<file path="src/rtl/cas_pkg.sv">
// Shared cassette definitions: FSM states, leader byte and the 1200/2400 Hz
// tick thresholds used by both the playback and record paths.
package cas_pkg;

  typedef enum logic [1:0] {
    ST_IDLE = 2'd0,
    ST_HUNT = 2'd1,
    ST_SYNC = 2'd2
  } cas_state_t;

  typedef enum logic [1:0] {
    CLS_ONE  = 2'd0,
    CLS_ZERO = 2'd1,
    CLS_GAP  = 2'd2
  } cas_cls_t;

  localparam logic [7:0] LEADER_BYTE   = 8'h55;
  localparam int         CAS_BIT_SPLIT = 560;
  localparam int         CAS_GAP_TICKS = 1500;

  function automatic cas_cls_t cas_classify(input logic [11:0] period,
                                            input logic [11:0] split,
                                            input logic [11:0] gap);
    cas_cls_t cls;
    if (period >= gap) cls = CLS_GAP;
    else if (period >= split) cls = CLS_ZERO;
    else cls = CLS_ONE;
    return cls;
  endfunction

endpackage

</file>
<file path="src/rtl/cas_fifo.sv">
// 4-deep x 8-bit FIFO between the demodulator and the SDRAM write port.
module cas_fifo
  import cas_pkg::*;
(
  input  logic       clk,
  input  logic       reset_n,
  input  logic       clr,
  input  logic       push,
  input  logic [7:0] push_data,
  input  logic       pop,
  output logic [7:0] pop_data,
  output logic       full,
  output logic       empty
);

  logic [7:0] mem_r [0:3];
  logic [1:0] wr_ptr_r;
  logic [1:0] rd_ptr_r;
  logic [2:0] count_r;
  logic       do_push_s;
  logic       do_pop_s;

  assign full     = (count_r == 3'd4);
  assign empty    = (count_r == 3'd0);
  assign pop_data = mem_r[rd_ptr_r];
  // A full FIFO still accepts a push when the same cycle pops an entry.
  assign do_pop_s  = pop & ~empty;
  assign do_push_s = push & (~full | do_pop_s);

  // Storage, pointers and occupancy; clr flushes and beats any push/pop.
  always_ff @(posedge clk or negedge reset_n) begin
    if (!reset_n) begin
      wr_ptr_r <= 2'd0;
      rd_ptr_r <= 2'd0;
      count_r  <= 3'd0;
      for (int i = 0; i < 4; i++) mem_r[i] <= 8'd0;
    end else if (clr) begin
      wr_ptr_r <= 2'd0;
      rd_ptr_r <= 2'd0;
      count_r  <= 3'd0;
    end else begin
      if (do_push_s) begin
        mem_r[wr_ptr_r] <= push_data;
        wr_ptr_r        <= wr_ptr_r + 2'd1;
      end
      if (do_pop_s) rd_ptr_r <= rd_ptr_r + 2'd1;
      case ({do_push_s, do_pop_s})
        2'b10:   count_r <= count_r + 3'd1;
        2'b01:   count_r <= count_r - 3'd1;
        default: count_r <= count_r;
      endcase
    end
  end

endmodule

</file>
<file path="src/rtl/cassette_recorder.sv">
// Cassette record path: FSK demodulation of the DAC tone, byte alignment on the
// 0x55 leader and sequential byte writes of the raw CAS image into SDRAM.
module cassette_recorder
  import cas_pkg::*;
#(
  parameter int HI_TH     = 34,
  parameter int LO_TH     = 30,
  parameter int BIT_SPLIT = CAS_BIT_SPLIT,
  parameter int GAP_TICKS = CAS_GAP_TICKS,
  parameter int ADDR_W    = 25
) (
  input  logic              clk,
  input  logic              reset_n,
  input  logic              q_en,
  input  logic              motor,
  input  logic              rewind,
  input  logic [5:0]        dac_in,
  output logic              wr_req,
  output logic [ADDR_W-1:0] wr_addr,
  output logic [7:0]        wr_data,
  input  logic              wr_ack,
  output logic              locked,
  output logic              overflow,
  output logic [ADDR_W-1:0] end_addr
);

  localparam logic [5:0]        HI_C     = 6'(HI_TH);
  localparam logic [5:0]        LO_C     = 6'(LO_TH);
  localparam logic [11:0]       SPLIT_C  = 12'(BIT_SPLIT);
  localparam logic [11:0]       GAP_C    = 12'(GAP_TICKS);
  localparam logic [ADDR_W-1:0] ADDR_ONE = {{(ADDR_W-1){1'b0}}, 1'b1};

  cas_state_t        state_r;
  logic              cmp_r, cmp_nxt_s, rise_s;
  logic [10:0]       cnt_r;
  logic [11:0]       period_s;
  cas_cls_t          cls_s;
  logic              first_r, bit_ev_s, gap_ev_s;
  logic [7:0]        sh_r, sh_nxt_s;
  logic [3:0]        bcnt_r;
  logic              locked_r, push_r;
  logic [7:0]        push_data_r;
  logic              wr_req_r, overflow_r, pop_s;
  logic [ADDR_W-1:0] wr_addr_r, end_addr_r;
  logic [7:0]        wr_data_r;
  logic [7:0]        fifo_head_s;
  logic              fifo_full_s, fifo_empty_s;

  // Hysteresis comparator, period classification and bit/gap events.
  always_comb begin
    cmp_nxt_s = cmp_r;
    if (dac_in >= HI_C) cmp_nxt_s = 1'b1;
    else if (dac_in <= LO_C) cmp_nxt_s = 1'b0;
    else cmp_nxt_s = cmp_r;
    rise_s   = q_en & cmp_nxt_s & ~cmp_r;
    // The edge tick itself closes the period, hence the +1.
    period_s = {1'b0, cnt_r} + 12'd1;
    cls_s    = cas_classify(period_s, SPLIT_C, GAP_C);
    sh_nxt_s = {(cls_s == CLS_ONE), sh_r[7:1]};
    gap_ev_s = 1'b0;
    bit_ev_s = 1'b0;
    if (rise_s) begin
      gap_ev_s = (cls_s == CLS_GAP);
      bit_ev_s = (cls_s != CLS_GAP) & ~first_r;
    end else begin
      gap_ev_s = q_en & (period_s == GAP_C);
      bit_ev_s = 1'b0;
    end
    pop_s = wr_req_r & wr_ack & ~rewind;
  end

  // Comparator state and saturating period counter, both advanced on q_en.
  always_ff @(posedge clk or negedge reset_n) begin
    if (!reset_n) begin
      cmp_r <= 1'b0;
      cnt_r <= 11'd0;
    end else if (q_en) begin
      cmp_r <= cmp_nxt_s;
      if (rise_s) cnt_r <= 11'd0;
      else if (cnt_r != 11'h7FF) cnt_r <= cnt_r + 11'd1;
    end
  end

  // Alignment FSM: hunt for the leader, then frame every 8 bits into a push.
  always_ff @(posedge clk or negedge reset_n) begin
    if (!reset_n) begin
      state_r     <= ST_IDLE;
      sh_r        <= 8'd0;
      bcnt_r      <= 4'd0;
      locked_r    <= 1'b0;
      first_r     <= 1'b1;
      push_r      <= 1'b0;
      push_data_r <= 8'd0;
    end else begin
      push_r <= 1'b0;
      if (rewind || !motor) begin
        state_r  <= ST_IDLE;
        sh_r     <= 8'd0;
        bcnt_r   <= 4'd0;
        locked_r <= 1'b0;
        first_r  <= 1'b1;
      end else begin
        case (state_r)
          ST_IDLE: begin
            state_r <= ST_HUNT;
            first_r <= 1'b1;
          end
          ST_HUNT: begin
            if (rise_s) first_r <= 1'b0;
            if (gap_ev_s) begin
              bcnt_r <= 4'd0;
            end else if (bit_ev_s) begin
              sh_r <= sh_nxt_s;
              if (bcnt_r >= 4'd7 && sh_nxt_s == LEADER_BYTE) begin
                push_r      <= 1'b1;
                push_data_r <= sh_nxt_s;
                bcnt_r      <= 4'd0;
                locked_r    <= 1'b1;
                state_r     <= ST_SYNC;
              end else if (bcnt_r != 4'd8) begin
                bcnt_r <= bcnt_r + 4'd1;
              end
            end
          end
          ST_SYNC: begin
            if (gap_ev_s) begin
              bcnt_r   <= 4'd0;
              locked_r <= 1'b0;
              state_r  <= ST_HUNT;
            end else if (bit_ev_s) begin
              sh_r <= sh_nxt_s;
              if (bcnt_r == 4'd7) begin
                push_r      <= 1'b1;
                push_data_r <= sh_nxt_s;
                bcnt_r      <= 4'd0;
              end else begin
                bcnt_r <= bcnt_r + 4'd1;
              end
            end
          end
          default: begin
            state_r  <= ST_IDLE;
            locked_r <= 1'b0;
          end
        endcase
      end
    end
  end

  cas_fifo u_fifo (
    .clk       (clk),
    .reset_n   (reset_n),
    .clr       (rewind),
    .push      (push_r),
    .push_data (push_data_r),
    .pop       (pop_s),
    .pop_data  (fifo_head_s),
    .full      (fifo_full_s),
    .empty     (fifo_empty_s)
  );

  // SDRAM write handshake, address tracking and sticky overflow.
  always_ff @(posedge clk or negedge reset_n) begin
    if (!reset_n) begin
      wr_req_r   <= 1'b0;
      wr_addr_r  <= '0;
      end_addr_r <= '0;
      wr_data_r  <= 8'd0;
      overflow_r <= 1'b0;
    end else if (rewind) begin
      wr_req_r   <= 1'b0;
      wr_addr_r  <= '0;
      end_addr_r <= '0;
      overflow_r <= 1'b0;
    end else begin
      if (push_r && fifo_full_s && !pop_s) overflow_r <= 1'b1;
      if (pop_s) begin
        wr_req_r   <= 1'b0;
        wr_addr_r  <= wr_addr_r + ADDR_ONE;
        end_addr_r <= end_addr_r + ADDR_ONE;
      end else if (!wr_req_r && !fifo_empty_s) begin
        wr_req_r  <= 1'b1;
        wr_data_r <= fifo_head_s;
      end
    end
  end

  assign wr_req   = wr_req_r;
  assign wr_addr  = wr_addr_r;
  assign wr_data  = wr_data_r;
  assign locked   = locked_r;
  assign overflow = overflow_r;
  assign end_addr = end_addr_r;

endmodule

</file>
<file path="config.mk">
export PLATFORM = sky130hd
export DESIGN_NAME = cassette_recorder
export DESIGN_NICKNAME = d
export VERILOG_FILES = /design/src/rtl/cas_pkg.sv /design/src/rtl/cas_fifo.sv /design/src/rtl/cassette_recorder.sv
export SDC_FILE = /design/constraint.sdc
export NUM_CORES = 1
export LEC_CHECK = 0
export ABC_AREA = 1
export CAP_MARGIN = 20
export CELL_PAD_IN_SITES_DETAIL_PLACEMENT = 1
export CELL_PAD_IN_SITES_GLOBAL_PLACEMENT = 1
export CORE_MARGIN = 2
export CORE_UTILIZATION = 43
export DETAILED_ROUTE_END_ITERATION = 7
export DONT_BUFFER_PORTS = 1
export MAX_ROUTING_LAYER = met4
export PLACE_DENSITY_LB_ADDON = 0.1
export SLEW_MARGIN = 20
export SYNTH_ARGS = -nofsm -noshare
export SYNTH_HDL_FRONTEND = slang
export SYNTH_SLANG_ARGS = --single-unit
export TNS_END_PERCENT = 100
</file>
<file path="constraint.sdc">
create_clock -name clk -period 2.05 [get_ports clk]
set_clock_uncertainty 0.05 [all_clocks]
set_input_delay 0.3075 -clock clk [delete_from_list [all_inputs] [get_ports clk]]
set_output_delay 0.3075 -clock clk [all_outputs]
set_load 0.05 [all_outputs]
</file>
After elaboration in Yosys (flattened, before gate mapping)
Index checks and enable logic that the tools add are counted.
Widths: inputs -> output; s select.

storage, ports and cells
  logic and storage cells = 191
  bits in registers = 136
  output and inout port bits = 61
  latch bits = 0
  bits of input ports = 12
  memories kept = 0
  bits in read-only memories = 0
  RAM bits = 0

operators by class
  multiply operators = 0
  add/sub/neg operators = 9
  equal/unequal tests = 28
  magnitude comparators = 8
  shift-type cells = 0
  muxes and demuxes = 72
  reductions and logical operators = 35
  divide/modulo/power cells = 0
  bitwise logic cells = 18

operators with widths
  cell                   count
  $mux 8                 13
  $mux 25                4
  $add 25x1->25 const B  2
  $bwmux 32              1
  $mux 4                 8
  $mux 1                 24
  $mux 11                2
  $mux 2                 10
  $bmux 8 s2             1
  $demux 8 s2            1
  $ne 2x2->1 const B     8
  $pmux 8 s2             1
  $reduce_bool 2->1      8
  $ne 3x3->1 const B     5
  $add 11x1->12 const B  1
  $eq 12x11->1 const B   1
  $ge 12x10->1 const B   1
  $ge 12x11->1 const B   1
  $ne 4x4->1 const B     3
  $reduce_bool 3->1      4
  $add 11x1->11 const B  1
  $ne 11x11->1 const B   1
  $and 1x1->1            8
  $eq 8x7->1 const B     1
  35 further kinds       60

Logic depth before layout (Yosys ltp)
Gate-level depths: netlist of the first run.

  depth after elaboration = 12
  mapped depth = 18
  mapped depth without buffers = 17

Hierarchy
Synthesis of the first run repeated with hierarchy kept, for this count alone.

unflattened totals
  cells, all modules = 888
  area, all modules = 7151.9 um^2

modules (own cells, without submodules)
  module             cells an instance  times used  area an instance (um^2)  seq. area each (um^2)
  cassette_recorder  647                1           5175.0                   2403.6
  cas_fifo           241                1           1976.9                   975.9

Worst setup path after synthesis of the first run
OpenSTA, ideal clock, no wires.

  path type = register to register
  start point = reg wr_req_r, in the netlist wr_req
  end point = reg wr_addr_r[24], in the netlist wr_addr[24]
  buffers on the path = 0
  cell stages (with the launch flop) = 11
  required time = 1.877 ns
  data arrival time = 2.180 ns
  library setup time = 0.123 ns
  clock period less this slack = 2.354 ns
  slack = -0.304 ns
  cells stage by stage = dfrtp_1 -> nand2_1 -> inv_2 -> nand3_1 -> nor2_1 -> nand3_1 -> nor3b_2 -> nand3_1 -> nand3b_1 -> o21ai_0 -> a21oi_1

on the way
  longest elaborated chain between the ends = 3

ends and longest elaborated chain
  element                      RTL line                  source
  start, declared              cassette_recorder.sv:43   logic wr_req_r, overflow_r, pop_s;
  start signal, assigned       cassette_recorder.sv:165  wr_req_r <= 1'b0;
  start signal, assigned       cassette_recorder.sv:171  wr_req_r <= 1'b0;
  start signal, assigned       cassette_recorder.sv:178  wr_req_r <= 1'b0;
  $and 1x1->1 (2 in series)    cassette_recorder.sv:69   pop_s = wr_req_r & wr_ack & ~rewind;
  $reduce_bool 2->1 (no line)  n/a
  end signal, assigned         cassette_recorder.sv:179  wr_addr_r <= wr_addr_r + ADDR_ONE;
  end, declared                cassette_recorder.sv:44   logic [ADDR_W-1:0] wr_addr_r, end_addr_r;

Every way passes these cells.
A chain may end at the register's enable or synchronous reset.

Final worst setup path of the first run
  start point = reg cnt_r[1]
  end point = reg bcnt_r[3]

on the way
  longest elaborated chain between the ends = 12

ends and longest elaborated chain
  element                 RTL line                  source
  start, declared         cassette_recorder.sv:35   logic [10:0] cnt_r;
  start signal, assigned  cassette_recorder.sv:80   else if (cnt_r != 11'h7FF) cnt_r <= cnt_r + 11'd1;
  $add 11x1->12 (*)       cassette_recorder.sv:57   period_s = {1'b0, cnt_r} + 12'd1;
  $ge 12x10->1            cas_pkg.sv:26             else if (period >= split) cls = CLS_ZERO;
  $mux 1                  cas_pkg.sv:26
  $mux 2                  cas_pkg.sv:25             if (period >= gap) cls = CLS_GAP;
  $logic_not 2->1         cassette_recorder.sv:59   sh_nxt_s = {(cls_s == CLS_ONE), sh_r[7:1]};
  $eq 8x7->1              cassette_recorder.sv:114  if (bcnt_r >= 4'd7 && sh_nxt_s == LEADER_BYTE) begin
  $logic_and 1x1->1       cassette_recorder.sv:114
  $mux 4                  cassette_recorder.sv:114
  $mux 4                  cassette_recorder.sv:112  end else if (bit_ev_s) begin
  $mux 4                  cassette_recorder.sv:110  if (gap_ev_s) begin
  $pmux 4 s2              cassette_recorder.sv:103  case (state_r)
  $mux 4                  cassette_recorder.sv:96   if (rewind || !motor) begin
  end signal, assigned    cassette_recorder.sv:121  bcnt_r <= bcnt_r + 4'd1;
  end signal, assigned    cassette_recorder.sv:137  bcnt_r <= bcnt_r + 4'd1;
  end, declared           cassette_recorder.sv:40   logic [3:0] bcnt_r;

Every way passes the cells marked *; elsewhere a longest branch is shown, timed or not. The select of a mux whose other input is x is not followed.

==> impl_results.html, run 1 <==
<table>
<tr><th>Metric</th><th>Value</th></tr>
<tr><th colspan="2">Power</th></tr>
<tr><td>Gate power share</td><td>between 10% and 20%</td></tr>
<tr><td>Leakage power</td><td>4.15 nW</td></tr>
<tr><td>Worst voltage drop across the vdd grid</td><td>0.538 mV</td></tr>
<tr><td>Relative contribution of sequential cells to total power</td><td>between 40% and 50%</td></tr>
<tr><td>Clk network pwr share</td><td>45.6%</td></tr>
<tr><td>Switching power</td><td>~0.0019 W</td></tr>
<tr><td>Switching part of the total power</td><td>27.3%</td></tr>
<tr><td>Internal power</td><td>0.00499 W</td></tr>
<tr><td>Final Power</td><td>0.00686 W</td></tr>
<tr><td>Power density normalized to cell area</td><td>757 mW/mm2</td></tr>
<tr><th colspan="2">STA</th></tr>
<tr><td>Setup TNS Final</td><td>-2320 ps</td></tr>
<tr><td>Max Clock Freq</td><td>453 MHz</td></tr>
<tr><td>Hold slack</td><td>-474 ps</td></tr>
<tr><td>Ratio of final minimum period to clock period</td><td>108%</td></tr>
<tr><td>Final worst setup slack</td><td>-159 ps</td></tr>
<tr><td>Final count of pins violating max slew</td><td>0</td></tr>
<tr><td>Count of endpoints failing hold in the final timing report</td><td>135</td></tr>
<tr><td>Unrepaired setup endpoints after global routing</td><td>yes</td></tr>
<tr><td>Endpoints failing setup</td><td>23</td></tr>
<tr><td>Worst Max-Slew Pin Slew</td><td>692 ps</td></tr>
<tr><td>Normalized max-slew margin</td><td>a little over half</td></tr>
<tr><td>Time the final worst path needs with I/O delays and setup</td><td>around 2200 ps</td></tr>
<tr><th colspan="2">Synth</th></tr>
<tr><td>Synthesized area per cell</td><td>7.90 um2</td></tr>
<tr><td>Main combinational cell family by area after synthesis</td><td>simple AND/OR/NAND/NOR gates</td></tr>
<tr><td>Post-synthesis share of cell area spent on and, or, nand and nor gates</td><td>26.7%</td></tr>
<tr><td>Post-synthesis adder-cell area fraction</td><td>2.77%</td></tr>
<tr><td>Yosys synthesis warning count</td><td>0</td></tr>
<tr><td>EDFF count, synth</td><td>0</td></tr>
<tr><td>Cell type contributing the most total cell area after synthesis</td><td>dfrtp_1</td></tr>
<tr><td>Post-synthesis mux area share</td><td>0%</td></tr>
<tr><td>Netlist Area Pre-Place</td><td>between 0.007 and 0.008 mm2</td></tr>
<tr><td>Ys flop type</td><td>dfrtp_1</td></tr>
<tr><td>Share of synthesized registers carrying an async set or reset</td><td>100%</td></tr>
<tr><td>Cell types with the largest area share after synthesis</td><td>dfrtp_1, nand2_1, inv_1</td></tr>
<tr><td>Synth Net Count</td><td>918</td></tr>
<tr><td>Register bit total from synthesis</td><td>135</td></tr>
<tr><td>Synthesized-area fraction occupied by ao, oa, aoi and oai cells</td><td>roughly 14%</td></tr>
<tr><td>Fraction of post-synthesis cell area in the top cell type by area</td><td>47.6%</td></tr>
<tr><td>Synthesized-area fraction occupied by xor and xnor cells</td><td>0.498%</td></tr>
<tr><td>Sequential area share after synthesis</td><td>48.0%</td></tr>
<tr><td>Synth Instances</td><td>891</td></tr>
<tr><td>Cell variety after synth</td><td>48</td></tr>
<tr><th colspan="2">Floorplan</th></tr>
<tr><td>Total number of placement rows</td><td>46</td></tr>
<tr><td>Num ports</td><td>73</td></tr>
<tr><td>Placeable core region</td><td>0.0159 mm2</td></tr>
<tr><td>Initial core utilization</td><td>44.1%</td></tr>
<tr><td>Overall die area</td><td>roughly 0.017 mm2</td></tr>
<tr><td>Die X-Extent</td><td>132 um</td></tr>
<tr><td>Die height</td><td>between 100 and 150 um</td></tr>
<tr><th colspan="2">Critical path</th></tr>
<tr><td>Critical path startpoint category</td><td>flop</td></tr>
<tr><td>Setup CP Type</td><td>reg2reg</td></tr>
<tr><td>Crit Reg-Reg Endpoint</td><td>bcnt_r[3]</td></tr>
<tr><td>Category of the worst setup path capture point</td><td>flop</td></tr>
<tr><td>Most repeated library cell on the critical path</td><td>nand2_2</td></tr>
<tr><td>Critical Path AT</td><td>between 2000 and 2500 ps</td></tr>
<tr><td>Worst reg2reg startpoint</td><td>cnt_r[1]</td></tr>
<tr><td>Library cell contributing the largest single delay on the critical path</td><td>dfrtp_1</td></tr>
<tr><td>Reg-to-reg setup timing slack</td><td>-160 ps</td></tr>
<tr><td>Critical-path cell list</td><td>ha_4 &gt; nand2_4 &gt; nor2_4 &gt; nand2_2 &gt; nand2_2 &gt; nand2_2 &gt; buf_6 &gt; nor2_2 &gt; nand3_1 &gt; nand2_2 &gt; a21boi_2 &gt; nor2_2 &gt; nand3_2 &gt; nand2_2 &gt; nor2_4 &gt; nand2_1 &gt; nand2_2</td></tr>
<tr><td>Largest fanout on the critical path</td><td>5</td></tr>
<tr><td>Worst Reg-to-Reg Cells</td><td>17</td></tr>
<tr><td>CP required</td><td>between 2000 and 2500 ps</td></tr>
<tr><td>Worst stage delay on the critical path</td><td>400 ps</td></tr>
<tr><th colspan="2">Clock tree</th></tr>
<tr><td>Clock root buffer master</td><td>clkbuf_16</td></tr>
<tr><td>Post-CTS Hold Fix Bufs</td><td>2</td></tr>
<tr><td>Bufs on Longest Clock Path</td><td>2</td></tr>
<tr><td>Clock net sink count</td><td>~140</td></tr>
<tr><td>CTS buffer count</td><td>17</td></tr>
<tr><td>CTS tree</td><td>built</td></tr>
<tr><td>Later-pin clock latency in the skew report</td><td>420 ps</td></tr>
<tr><td>Clock slew seen by the registers of the worst setup and hold paths</td><td>60 ps</td></tr>
<tr><td>Level count of the clock H-tree</td><td>4</td></tr>
<tr><th colspan="2">Finish</th></tr>
<tr><td>Number of non-filler instances in the completed layout</td><td>between 1000 and 1500</td></tr>
<tr><td>Most used cells in the layout excluding fill and tap cells</td><td>nand2_1, dfrtp_1, inv_1, buf_4, o21ai_0</td></tr>
<tr><td>Final instance area</td><td>0.00906 mm2</td></tr>
<tr><td>Number of antenna repair diodes</td><td>0</td></tr>
<tr><td>Share of post-route cells with drive strength above 1</td><td>roughly a quarter</td></tr>
<tr><td>Commonest non-fill, non-tap cell in the layout</td><td>nand2_1</td></tr>
<tr><td>Finished Core Util</td><td>56.8%</td></tr>
<tr><td>Net count, final</td><td>1027</td></tr>
<tr><td>Area growth from synthesis to final layout</td><td>28.7%</td></tr>
<tr><th colspan="2">Routing</th></tr>
<tr><td>Via density</td><td>approximately 5.4</td></tr>
<tr><td>Residual antenna-violating net count after detailed routing</td><td>0</td></tr>
<tr><td>Pre-antenna DRT Iters</td><td>4</td></tr>
<tr><td>DR iter-0 viols</td><td>351</td></tr>
<tr><td>Number of DRC violations after detailed routing</td><td>0</td></tr>
<tr><td>Total wirelength of the detailed-routed design</td><td>21100 um</td></tr>
<tr><td>Count of vias placed by the detailed router</td><td>6623</td></tr>
<tr><td>Avg WL per Cell</td><td>17.1 um</td></tr>
<tr><th colspan="2">Global route</th></tr>
<tr><td>Met3 usage in global routing</td><td>5.19%</td></tr>
<tr><td>Congestion Overflow GR</td><td>0</td></tr>
<tr><td>Most congested layer reported by global routing</td><td>met2</td></tr>
<tr><td>GR met1 Demand/Resource</td><td>31.8%</td></tr>
<tr><td>Maximum number of pins on one net before global-route repair</td><td>approximately 140</td></tr>
<tr><td>Antenna violations before repair</td><td>0</td></tr>
<tr><td>M2 GR Usage</td><td>41.3%</td></tr>
<tr><td>Total routing usage reported by global routing</td><td>25.4%</td></tr>
<tr><td>Vias in the first global route</td><td>7113</td></tr>
<tr><td>First-pass GRT wire length</td><td>about 35000 um</td></tr>
<tr><th colspan="2">Placed design</th></tr>
<tr><td>Instance area after placement</td><td>0.00805 mm2</td></tr>
<tr><td>Routability-driven placement congestion ratio</td><td>about 0.86</td></tr>
<tr><td>Port Buffer Count</td><td>0</td></tr>
<tr><td>Post-Place Cells</td><td>1186</td></tr>
<tr><td>HPWL after DPL</td><td>14100 um</td></tr>
<tr><th colspan="2">Run status</th></tr>
<tr><td>Violated checks</td><td>negative hold slack, negative setup slack</td></tr>
<tr><td>Status</td><td>finished, violations left</td></tr>
<tr><th colspan="2">Flow run</th></tr>
<tr><td>Number of max-capacitance violations reported</td><td>0</td></tr>
<tr><th colspan="2">Min path</th></tr>
<tr><td>Class of the tightest hold or removal check</td><td>in2async</td></tr>
</table>
==> power by group through the flow <==
stage / clock (W) / sequential [W] / combinational [W]
global route: 0.00331 / 0.00294 / 0.000881
global placement: 0 / 0.00295 / 0.000701
detailed placement: 0 / 0.00296 / 0.000733
CTS: 0.00318 / 0.00291 / 0.000753
finish: 0.00313 / 0.00293 / 0.000804
floorplan: 0 / 0.00301 / 0.000387
==> flip-flops by register name (all words and copies together) (netlist names), 2 cells and up <==
| register | cells |
|---|---|
| u_fifo.mem_r | 32 |
| end_addr | 25 |
| wr_addr | 25 |
| cnt_r | 11 |
| push_data_r | 8 |
| wr_data | 8 |
| sh_r | 7 |
| bcnt_r | 4 |
| u_fifo.count_r | 3 |
| state_r | 2 |
| u_fifo.rd_ptr_r | 2 |
| u_fifo.wr_ptr_r | 2 |
==> how the worst max path moves through the flow <==
stage                     from          end  slack (ps)  depth (start not counted)
global route          cnt_r[1]    bcnt_r[1]        -340                         13
detailed placement    cnt_r[2]    bcnt_r[3]        -170                         18
finish                cnt_r[1]    bcnt_r[3]        -160                         17
global placement      cnt_r[0]      sh_r[1]         -40                         16
floorplan           wr_addr[1]  wr_addr[24]          -5                          9
CTS                   cnt_r[1]    bcnt_r[3]        -190                         14
==> cells in the mapped netlist, types with 7 or more instances <==
cell,count
nand2_1,218
dfrtp_1,134
inv_1,118
o21ai_0,85
nor2_1,75
nand3_1,49
a21oi_1,41
nor3_1,29
clkbuf_1,17
nand4_1,15
ha_1,14
o21ai_2,10
a32o_1,9
nand2_2,9
nor2_2,7
o22ai_1,7
==> per-layer routing <==
layer,share of wire [%],vias to the layer above
met5,0,-
met4,2.1,0
met3,3.5,42
met2,50,117
met1,45,3315
li1,-,3149
==> worst max-delay path, delay by kind of cell, from the launching register on <==
family	cells	cell delay [ps]
adders and majority gates	1	170
AOI/OAI and AO/OA	1	80
and+or+nand+nor	14	1280
buffers and inverters	1	120
DFF	1	400
==> cells by family (layout without fill, tap and decap cells) <==
group | after synthesis | after routing
simple gates | 424 | 424
compound gates | 171 | 171
buf+inv | 142 | 264
flops | 135 | 135
fa+ha+maj | 15 | 15
xor+xnor | 4 | 4
==> area by class of cell <==
cell class	instances	area, um2
clock buffers	22	484
clock inverters	10	119
fillers	1940	6880
inverters	122	458
multi-input cells	614	3480
flip-flops and latches	135	3390
well taps	216	270
repair buffers	110	858
==> repair_timing <==
item,CTS,global route
pin swaps,18,28
endpoints found under the hold margin,147,135
setup endpoints to repair,26,80
resized for setup,25,64
buffers inserted,4,5
==> through the flow <==
step / worst slack (ps) / hold WS [ps]
after floorplan: -4.94 / -38.1
after global placement: -35.8 / -33.9
after detailed placement: -168 / -34.9
after CTS: -189 / -492
after global routing: -344 / -496
final: -159 / -474
(Power assumes the default switching activity.)
==> run 2: changes to the inputs <==
--- a/config.mk
+++ b/config.mk
@@ -14,7 +14,7 @@
 export DETAILED_ROUTE_END_ITERATION = 7
 export DONT_BUFFER_PORTS = 1
 export MAX_ROUTING_LAYER = met4
-export PLACE_DENSITY_LB_ADDON = 0.1
+export PLACE_DENSITY_LB_ADDON = 0.08
 export SLEW_MARGIN = 20
 export SYNTH_ARGS = -nofsm -noshare
 export SYNTH_HDL_FRONTEND = slang
==> impl_results.html, run 2 (synthesized netlist as in run 1, its figures left out) <==
<table>
<tr><th>Metric</th><th>Value</th></tr>
<tr><th colspan="2">Critical path</th></tr>
<tr><td>Reg-to-reg setup timing slack</td><td>-210 ps (-60 ps)</td></tr>
<tr><td>Largest fanout on the critical path</td><td>5 (unchanged)</td></tr>
<tr><td>Top Family by Delay on Critical Path</td><td>simple AND/OR/NAND/NOR gates</td></tr>
<tr><td>Worst stage delay on the critical path</td><td>360 ps (-40 ps)</td></tr>
<tr><td>Critical-path cell list</td><td>ha_2 &gt; nand2_2 &gt; nor2_4 &gt; nand3b_2 &gt; inv_1 &gt; nand2_1 &gt; nand3_2 &gt; buf_4 &gt; inv_1 &gt; a21boi_4 &gt; nor2_4 &gt; nand3_2 &gt; nand2_2 &gt; nor2_4 &gt; nand2_1 &gt; nand2_1</td></tr>
<tr><td>Worst Reg-to-Reg Cells</td><td>16 (-1)</td></tr>
<tr><td>Crit Reg-Reg Endpoint</td><td>bcnt_r[1]</td></tr>
<tr><td>Library cell contributing the largest single delay on the critical path</td><td>dfrtp_1</td></tr>
<tr><td>Category of the worst setup path capture point</td><td>flop</td></tr>
<tr><td>Worst reg2reg startpoint</td><td>cnt_r[0]</td></tr>
<tr><td>CP required</td><td>2360 ps (+50 ps)</td></tr>
<tr><td>Sum of buffers and inverters on the critical path</td><td>3 (+2)</td></tr>
<tr><td>Setup CP Type</td><td>reg2reg</td></tr>
<tr><td>Critical Path AT</td><td>2570 ps (+100 ps)</td></tr>
<tr><td>Critical path startpoint category</td><td>flop</td></tr>
<tr><th colspan="2">STA</th></tr>
<tr><td>Final count of pins violating max slew</td><td>0 (unchanged)</td></tr>
<tr><td>Hold slack</td><td>-478 ps (-4.00 ps)</td></tr>
<tr><td>Normalized max-slew margin</td><td>49.5% (-4.1 points)</td></tr>
<tr><td>Time the final worst path needs with I/O delays and setup</td><td>2260 ps (+55.2 ps)</td></tr>
<tr><td>Final worst setup slack</td><td>-214 ps (-55.2 ps)</td></tr>
<tr><td>Unrepaired setup endpoints after global routing</td><td>yes</td></tr>
<tr><td>Ratio of final minimum period to clock period</td><td>110% (+2.7 points)</td></tr>
<tr><td>Max Clock Freq</td><td>442 MHz (-2.4%)</td></tr>
<tr><td>Setup TNS Final</td><td>-2760 ps (-445 ps)</td></tr>
<tr><td>Endpoints failing setup</td><td>23 (unchanged)</td></tr>
<tr><td>Count of endpoints failing hold in the final timing report</td><td>135 (unchanged)</td></tr>
<tr><td>Worst Max-Slew Pin Slew</td><td>754 ps (+62.0 ps)</td></tr>
<tr><th colspan="2">Finish</th></tr>
<tr><td>Total of fill cells in the finished design</td><td>1960 (+1.0%)</td></tr>
<tr><td>Register bank with the most flops</td><td>u_fifo.mem_r</td></tr>
<tr><td>Commonest non-fill, non-tap cell in the layout</td><td>nand2_1</td></tr>
<tr><td>Number of antenna repair diodes</td><td>0 (unchanged)</td></tr>
<tr><td>Area growth from synthesis to final layout</td><td>29.5%</td></tr>
<tr><td>Most used cells in the layout excluding fill and tap cells</td><td>nand2_1, dfrtp_1, inv_1, buf_4, o21ai_0</td></tr>
<tr><td>Share of post-route cells with drive strength above 1</td><td>28.0% (+2.4 points)</td></tr>
<tr><td>Net count, final</td><td>1035 (+0.78%)</td></tr>
<tr><td>Final instance area</td><td>0.00911 mm2 (+0.58%)</td></tr>
<tr><td>Sequential cell area</td><td>0.00339 mm2 (unchanged)</td></tr>
<tr><td>Number of flip-flops in the largest register</td><td>32 (unchanged)</td></tr>
<tr><td>Area used by multi-input combinational logic</td><td>0.00350 mm2 (+0.61%)</td></tr>
<tr><td>Number of non-filler instances in the completed layout</td><td>1237 (+0.65%)</td></tr>
<tr><th colspan="2">Global route</th></tr>
<tr><td>First-pass GRT wire length</td><td>34700 um (-1.5%)</td></tr>
<tr><td>Total routing usage reported by global routing</td><td>25.3% (-0.16 points)</td></tr>
<tr><td>Congestion Overflow GR</td><td>0 (unchanged)</td></tr>
<tr><td>Antenna violations before repair</td><td>0 (unchanged)</td></tr>
<tr><td>Maximum number of pins on one net before global-route repair</td><td>136 (unchanged)</td></tr>
<tr><td>Vias in the first global route</td><td>7114 (+0.014%)</td></tr>
<tr><th colspan="2">Floorplan</th></tr>
<tr><td>Initial core utilization</td><td>44.1% (unchanged)</td></tr>
<tr><td>Die height</td><td>132 um (unchanged)</td></tr>
<tr><td>Die X-Extent</td><td>132 um (unchanged)</td></tr>
<tr><td>Total number of placement rows</td><td>46 (unchanged)</td></tr>
<tr><td>Num ports</td><td>73 (unchanged)</td></tr>
<tr><td>Placeable core region</td><td>0.0159 mm2 (unchanged)</td></tr>
<tr><td>Overall die area</td><td>0.0174 mm2 (unchanged)</td></tr>
<tr><th colspan="2">Placed design</th></tr>
<tr><td>HPWL after DPL</td><td>14500 um (+2.7%)</td></tr>
<tr><td>Post-Place Cells</td><td>1185 (-0.084%)</td></tr>
<tr><td>Instance area after placement</td><td>0.00804 mm2 (about the same)</td></tr>
<tr><td>Port Buffer Count</td><td>0 (unchanged)</td></tr>
<tr><td>Routability-driven placement congestion ratio</td><td>0.852 (-0.37%)</td></tr>
<tr><th colspan="2">Clock tree</th></tr>
<tr><td>Clock net sink count</td><td>135 (unchanged)</td></tr>
<tr><td>Bufs on Longest Clock Path</td><td>2 (unchanged)</td></tr>
<tr><td>Level count of the clock H-tree</td><td>4 (unchanged)</td></tr>
<tr><td>Clock slew seen by the registers of the worst setup and hold paths</td><td>60 ps (about the same)</td></tr>
<tr><td>Post-CTS Hold Fix Bufs</td><td>2 (unchanged)</td></tr>
<tr><td>Clock root buffer master</td><td>clkbuf_16</td></tr>
<tr><td>CTS buffer count</td><td>17 (unchanged)</td></tr>
<tr><td>CTS tree</td><td>built</td></tr>
<tr><td>Later-pin clock latency in the skew report</td><td>430 ps (about the same)</td></tr>
<tr><th colspan="2">Power</th></tr>
<tr><td>Leakage power</td><td>4.15 nW (+0.16%)</td></tr>
<tr><td>Power density normalized to cell area</td><td>738 mW/mm2 (-2.5%)</td></tr>
<tr><td>Worst voltage drop across the vdd grid</td><td>0.637 mV (+18%)</td></tr>
<tr><th colspan="2">Min path</th></tr>
<tr><td>Class of the tightest hold or removal check</td><td>in2async</td></tr>
<tr><th colspan="2">Run status</th></tr>
<tr><td>Violated checks</td><td>negative hold slack, negative setup slack</td></tr>
<tr><td>Status</td><td>finished, violations left</td></tr>
<tr><th colspan="2">Routing</th></tr>
<tr><td>Total wirelength of the detailed-routed design</td><td>21700 um (+3.1%)</td></tr>
<tr><td>Count of vias placed by the detailed router</td><td>6640 (+0.26%)</td></tr>
<tr><td>Residual antenna-violating net count after detailed routing</td><td>0 (unchanged)</td></tr>
<tr><td>DR iter-0 viols</td><td>251 (-28%)</td></tr>
<tr><td>Via density</td><td>5.37 (-0.39%)</td></tr>
<tr><td>Pre-antenna DRT Iters</td><td>5 (+1)</td></tr>
<tr><td>Avg WL per Cell</td><td>17.6 um (+2.4%)</td></tr>
<tr><td>Number of DRC violations after detailed routing</td><td>0 (unchanged)</td></tr>
<tr><th colspan="2">Flow run</th></tr>
<tr><td>Number of max-capacitance violations reported</td><td>0 (unchanged)</td></tr>
</table>
==> run 2: cell types whose count changed in the layout (fill, tap and decap cells not counted), moves of 4 or more <==
cell,change
buf_4,+8
inv_2,+5
nand2_1,-7
nand2_4,-4
nand2_2,+11
inv_1,-5
==> run 2: worst max-delay path by stage <==
| stage | slack [ps] | to | from | cells after the start |
|---|---|---|---|---|
| floorplan | -5 | wr_addr[24] | wr_addr[1] | 9 |
| finish | -210 | bcnt_r[1] | cnt_r[0] | 16 |
| global route | -330 | bcnt_r[1] | cnt_r[3] | 13 |
| detailed placement | -210 | bcnt_r[2] | cnt_r[0] | 17 |
| CTS | -190 | bcnt_r[2] | cnt_r[1] | 17 |
| global placement | -70 | bcnt_r[0] | cnt_r[2] | 18 |
==> run 2: stage by stage <==
step / setup slack [ps] / power [W] / utilization (%)
4_1_cts: -190 / 0.00672 / 55.1
3_3_place_gp: -72.9 / 0.00364 / 50.4
2_1_floorplan: -4.94 / 0.00339 / -
6_report: -214 / 0.00673 / 57.2
5_1_grt: -334 / 0.00699 / 57.2
3_5_place_dp: -211 / 0.00369 / 50.4
==> run 2: timing repair <==
action | CTS | global route
setup endpoints to repair | 26 | 66
pin swaps | 14 | 45
cloned | 0 | 0
resized for setup | 34 | 71
endpoints found under the hold margin | 147 | 135
buffers inserted | 6 | 12
==> run 2: layer usage <==
metal | part of all wire [%] | up-vias | wire length (um) | global-route usage, %
met1 | 44 | 3341 | 9540 | 30.7
met2 | 51 | 109 | 11200 | 42.7
met4 | 1.6 | 0 | 340 | 8.15
met3 | 3.0 | 28 | 650 | 4.50
met5 | 0 | - | 0 | -
li1 | - | 3162 | - | -
==> run 2: cell type report <==
cell class,instances,share of cell area [%]
clock buffer,19,4.97
clock inverter,13,1.33
inverter,122,5.02
multi-input combinational,614,38.4
sequential,135,37.2
tap,216,2.97
timing repair buffer,118,10.1
==> run 2: power breakdown <==
part	switching, W	total, W	internal, W
Combinational	0.000514	0.000820	0.000306
Sequential	0.000161	0.00292	0.00276
Clock	0.00124	0.00298	0.00174
Total	0.00192	0.00673	0.00481
==> run 2: worst reg2reg max path, delay by kind of cell, from the launching register on <==
family / cells / cell delay [ps]
flops: 1 / 360
buf+inv: 3 / 300
compound gates: 1 / 230
fa+ha+maj: 1 / 200
simple gates: 11 / 1080
